File: src/rtl/avalon_mem_arbiter.sv
// Two-master round-robin arbiter in front of a single Avalon-MM memory slave.
// Keeps a master's low-half/high-half write pair atomic and routes
// read returns back to the master that issued each read.
module avalon_mem_arbiter #(
  parameter int RD_LATENCY = 2,
  parameter int ADDR_W     = 12,
  parameter int DATA_W     = 64
) (
  input  logic                  clk,
  input  logic                  reset,
  input  logic [ADDR_W-1:0]     m0_address,
  input  logic [DATA_W-1:0]     m0_writedata,
  input  logic                  m0_write,
  input  logic                  m0_read,
  input  logic [DATA_W/8-1:0]   m0_byteenable,
  output logic [DATA_W-1:0]     m0_readdata,
  output logic                  m0_readdatavalid,
  output logic                  m0_waitrequest,
  input  logic [ADDR_W-1:0]     m1_address,
  input  logic [DATA_W-1:0]     m1_writedata,
  input  logic                  m1_write,
  input  logic                  m1_read,
  input  logic [DATA_W/8-1:0]   m1_byteenable,
  output logic [DATA_W-1:0]     m1_readdata,
  output logic                  m1_readdatavalid,
  output logic                  m1_waitrequest,
  output logic [ADDR_W-1:0]     s_address,
  output logic [DATA_W-1:0]     s_writedata,
  output logic                  s_write,
  output logic                  s_read,
  output logic [DATA_W/8-1:0]   s_byteenable,
  input  logic [DATA_W-1:0]     s_readdata,
  input  logic                  s_waitrequest
);

  localparam int BE_W = DATA_W / 8;
  // Low-half byte enables open the atomic pair, high-half ones close it.
  localparam logic [BE_W-1:0] BE_LO = {{(BE_W/2){1'b0}}, {(BE_W/2){1'b1}}};
  localparam logic [BE_W-1:0] BE_HI = ~BE_LO;

  localparam logic [1:0] GNT_NONE = 2'b00;
  localparam logic [1:0] GNT_M0   = 2'b01;
  localparam logic [1:0] GNT_M1   = 2'b10;

  logic [1:0]            gnt_reg;
  logic                  last_reg;   // 0 = m0 served last, 1 = m1 served last
  logic                  lock_reg;
  logic [RD_LATENCY-1:0] rd_valid_reg;
  logic [RD_LATENCY-1:0] rd_id_reg;

  logic req0, req1, sel0, sel1;
  logic xfer_done, done_id, rd_push, owner_req;

  assign req0      = m0_read | m0_write;
  assign req1      = m1_read | m1_write;
  assign sel0      = (gnt_reg == GNT_M0);
  assign sel1      = (gnt_reg == GNT_M1);
  assign owner_req = sel1 ? req1 : req0;

  // Slave side mirrors the granted master; everything is zero when idle.
  always_comb begin
    s_address    = '0;
    s_writedata  = '0;
    s_write      = 1'b0;
    s_read       = 1'b0;
    s_byteenable = '0;
    if (sel0) begin
      s_address    = m0_address;
      s_writedata  = m0_writedata;
      s_write      = m0_write;
      s_read       = m0_read;
      s_byteenable = m0_byteenable;
    end else if (sel1) begin
      s_address    = m1_address;
      s_writedata  = m1_writedata;
      s_write      = m1_write;
      s_read       = m1_read;
      s_byteenable = m1_byteenable;
    end
  end

  // A non-granted master is stalled only while it actually requests.
  assign m0_waitrequest = sel0 ? s_waitrequest : req0;
  assign m1_waitrequest = sel1 ? s_waitrequest : req1;

  assign xfer_done = (s_read | s_write) & ~s_waitrequest;
  assign done_id   = sel1;
  assign rd_push   = xfer_done & s_read;

  // Grant / lock / round-robin history.
  always_ff @(posedge clk) begin
    if (reset) begin
      gnt_reg  <= GNT_NONE;
      last_reg <= 1'b1;
      lock_reg <= 1'b0;
    end else if (gnt_reg == GNT_NONE) begin
      if (req0 && req1) begin
        gnt_reg <= last_reg ? GNT_M0 : GNT_M1;
      end else if (req0) begin
        gnt_reg <= GNT_M0;
      end else if (req1) begin
        gnt_reg <= GNT_M1;
      end
    end else if (xfer_done) begin
      if (s_write && (s_byteenable == BE_LO)) begin
        lock_reg <= 1'b1;
      end else if (s_write && (s_byteenable == BE_HI)) begin
        lock_reg <= 1'b0;
        gnt_reg  <= GNT_NONE;
        last_reg <= done_id;
      end else if (!lock_reg) begin
        gnt_reg  <= GNT_NONE;
        last_reg <= done_id;
      end
    end else if (!lock_reg && !owner_req) begin
      // Owner withdrew before acceptance: release without touching history.
      gnt_reg <= GNT_NONE;
    end
  end

  // Read-return tag pipe: stage k holds reads accepted k+1 cycles ago.
  always_ff @(posedge clk) begin
    if (reset) begin
      rd_valid_reg <= '0;
      rd_id_reg    <= '0;
    end else begin
      rd_valid_reg[0] <= rd_push;
      rd_id_reg[0]    <= done_id;
      for (int i = 1; i < RD_LATENCY; i++) begin
        rd_valid_reg[i] <= rd_valid_reg[i-1];
        rd_id_reg[i]    <= rd_id_reg[i-1];
      end
    end
  end

  assign m0_readdatavalid = rd_valid_reg[RD_LATENCY-1] & ~rd_id_reg[RD_LATENCY-1];
  assign m1_readdatavalid = rd_valid_reg[RD_LATENCY-1] &  rd_id_reg[RD_LATENCY-1];
  assign m0_readdata      = s_readdata;
  assign m1_readdata      = s_readdata;

endmodule

File: config.mk
export PLATFORM = sky130hd
export DESIGN_NAME = avalon_mem_arbiter
export DESIGN_NICKNAME = d
export VERILOG_FILES = /design/src/rtl/avalon_mem_arbiter.sv
export SDC_FILE = /design/constraint.sdc
export NUM_CORES = 1
export LEC_CHECK = 0
export ABC_AREA = 1
export CORE_AREA = 5 5 176 178
export CTS_CLUSTER_SIZE = 14
export DETAILED_ROUTE_END_ITERATION = 6
export DIE_AREA = 0 0 181 183
export PLACE_DENSITY_LB_ADDON = 0.12
export SLEW_MARGIN = 20
export SYNTH_ARGS = -nofsm -noshare
export SYNTH_HDL_FRONTEND = slang
export SYNTH_SLANG_ARGS = --single-unit
export TNS_END_PERCENT = 30
File: constraint.sdc
create_clock -name clk -period 1.7 [get_ports clk]
set_clock_uncertainty 0.2 [all_clocks]
set_input_delay 0.255 -clock clk [delete_from_list [all_inputs] [get_ports clk]]
set_output_delay 0.255 -clock clk [all_outputs]
set_load 0.01 [all_outputs]
==> flow_metrics.env <==
export IMPL_synth_edff_count=0
export IMPL_cts_hold_buffers=0
export IMPL_grt_pass1_vias=3780
export IMPL_post_place_ws_ns=-0.599
export IMPL_yosys_area_top_type="buf_4"
export IMPL_max_slew_worst_pin_slew_ns=0.280
export IMPL_power_switching_mw=1.21
export IMPL_grt_max_degree=54
export IMPL_power_frac_seq_pct=7.7
export IMPL_min_to="rd_id_reg[1]"
export IMPL_whs_ns=0.202
export IMPL_syn_inst=490
export IMPL_start_util_pct=9.13
export IMPL_insertion_delay_ns=0.23
export IMPL_portBuffers=264
export IMPL_vias_per_cell=3.37
export IMPL_worst_setup_path_end_kind="primary output"
export IMPL_setup_tns_ns=-14.02
export IMPL_synth_top_area_share_pct=36.0
export IMPL_r2r_start="gnt_reg[0]"
export IMPL_p_per_area_nw_per_um2=556
export IMPL_grt_setup_unrepaired="yes"
export IMPL_post_route_cells_drive_above_1_share_pct=29.7
export IMPL_synth_area_leaders="buf_4 (36%), nand2_1 (25%), nand3_1 (18%)"
export IMPL_netSwitchingFraction_pct=40.0
export IMPL_cts_tree="yes"
export IMPL_finalHoldViolCount=0
export IMPL_fp_dieW_um=181
export IMPL_vias=3501
export IMPL_fin_crit_sh_pct=115
export IMPL_die_area_um2=33100
export IMPL_syn2layout_area_growth_pct=103
export IMPL_drv_cap=0
export IMPL_status="finished, violations left"
export IMPL_fin_nets=889
export IMPL_grt_usage_pct=8.59
export IMPL_reg2reg_to="gnt_reg[1]"
export IMPL_syn_nets=729
export IMPL_antenna_found_initial=0
export IMPL_synth_commonest_cells="nand2_1 (179), buf_4 (128), nand3_1 (96), clkbuf_1 (17), nor2_1 (16)"
export IMPL_worst_setup_path_type="flip-flop to primary output"
export IMPL_start_kind="flip-flop"
export IMPL_ys_ff_latch=8
export IMPL_fp_row_count=63
export IMPL_numCtsBuffers=3
export IMPL_violations="negative setup slack"
export IMPL_period_minus_slack_ns=1.95
export IMPL_die_height_um=183
export IMPL_p_leak_nw=2.56
export IMPL_synth_cell_area_um2=2670
export IMPL_ant_nets=0
export IMPL_finalWirelength_um=15800
export IMPL_synth_seq_area_share_pct=6.00
export IMPL_required_ns=1.24
export IMPL_async_reset_ff_share_pct=0
export IMPL_setup_violations=88
export IMPL_fin_cells=1039
export IMPL_detail_route_wl_per_cell_um=15.2
export IMPL_gp_congestion=0.714
export IMPL_relSlewSlack_pct=81.3
export IMPL_ys_warn_count=0
export IMPL_fin_ws_ns=-0.249
export IMPL_clock_path_buffers=2
export IMPL_synthFlopType="dfxtp_1"
export IMPL_drc=0
export IMPL_grt_overflow=0
export IMPL_pwr_share_comb_pct=78.8
export IMPL_antenna_cells=0
export IMPL_grt_pass1_wl_um=22800
export IMPL_critPathMaxFanout=8
export IMPL_yosysMostFrequentCell="nand2_1"
export IMPL_dp_hpwl_um=12200
export IMPL_worstHoldPathType="flip-flop to flip-flop"
export IMPL_syn_area_per_cell_um2=5.45
export IMPL_drt_iter0_drc=79
export IMPL_core_um2=29200
export IMPL_drt_first_pass_iters=4
export IMPL_design_area_um2=5430
export IMPL_ioPinCount=457
export IMPL_cts_sinks=8
export IMPL_placed_cell_area_um2=5020
export IMPL_htree_levels=1
export IMPL_min_from="rd_id_reg[0]"
export IMPL_r2r_slack_ns=-0.17
export IMPL_vdd_ir_drop_max_v=0.000248
export IMPL_path_clk_slew_ns=0.04
export IMPL_reg2reg_depth=12
export IMPL_fmax_mhz=513
export IMPL_internal_power_mw=1.81
export IMPL_num_fill_cells=3381
export IMPL_synth_distinct_cells=24
export IMPL_root_buffer="clkbuf_16"
export IMPL_dp_cells=1019
export IMPL_whs_path_depth=2
export IMPL_worstPathArrival_ns=1.49
export IMPL_pwr_share_clk_pct=13.5
export IMPL_slew_violations=0
==> placed cells by master (no fill, tap or decap), types with 6 or more instances in the layout <==
cell,netlist,layout
nand3_1,96,95
buf_6,4,35
nand2_1,179,139
nor2_1,16,15
inv_1,12,12
nand2_2,3,39
clkdlybuf4s50_1,0,172
buf_16,0,7
buf_2,4,50
dfxtp_1,8,6
buf_4,128,23
buf_12,0,13
==> power groups by stage <==
stage	Sequential (mW)	Combinational, mW	Clock, mW
2_1_floorplan	0.220	1.13	0
3_3_place_gp	0.231	2.26	0
3_5_place_dp	0.230	2.24	0
4_1_cts	0.228	2.34	0.416
5_1_grt	0.234	2.60	0.435
6_report	0.232	2.38	0.408
==> what timing repair did <==
item                                    CTS  global route
hold endpoints to repair                  0             0
pin swaps                                 1             2
endpoints found under the setup margin   93            95
buffers inserted                          6             4
gates resized for setup                 439            25
gates cloned                              5             1
==> area by class of cell <==
type | instances | area, um2 | share of cell area (%)
timing repair buffer | 312 | 3170 | 58.3
multi-input combinational | 310 | 1470 | 27.0
tap | 390 | 488 | 8.99
sequential | 8 | 165 | 3.04
clock buffer | 4 | 78.8 | 1.45
inverter | 15 | 63.8 | 1.18
==> how the worst max path moves through the flow <==
| stage | start | slack (ns) | cells past startpoint | to |
|---|---|---|---|---|
| 2_1_floorplan | gnt_reg[1] | -0.04 | 7 | s_writedata[17] |
| 3_3_place_gp | m0_write | -0.59 | 7 | m0_waitrequest |
| 3_5_place_dp | m0_write | -0.60 | 7 | m0_waitrequest |
| 4_1_cts | gnt_reg[1] | -0.28 | 9 | s_writedata[32] |
| 5_1_grt | gnt_reg[1] | -0.34 | 9 | s_writedata[5] |
| 6_report | gnt_reg[1] | -0.25 | 8 | m1_waitrequest |
==> through the flow <==
| stage | power [mW] | utilization [%] |
|---|---|---|
| after global routing | 3.27 | 18.6 |
| after floorplan | 1.35 | - |
| final | 3.02 | 18.6 |
| after CTS | 2.99 | 18.1 |
| after global placement | 2.49 | 17.2 |
| after detailed placement | 2.47 | 17.2 |
==> per-layer routing <==
layer  GRT usage [%]  share of wire [%]  vias up
met5               0                  0        -
met4            3.33                4.2        0
met3            3.05                9.2       62
met2            14.9                 48      211
met1            9.69                 39     1493
li1                -                  -     1735
==> worst max-delay path, cell delays in order (launching register included) <==
cell	delay (ns)
dfxtp_2	0.33
inv_4	0.10
nor2_4	0.04
buf_12	0.13
buf_12	0.14
buf_12	0.12
buf_16	0.13
o21ai_2	0.11
buf_2	0.15
==> logic make-up after synthesis <==
kind of cell    synth area share, %
simple gates                   47.7
buf+inv                        44.0
compound gates                 2.30
flops                          6.00
Power figures use the tool's default switching activity.
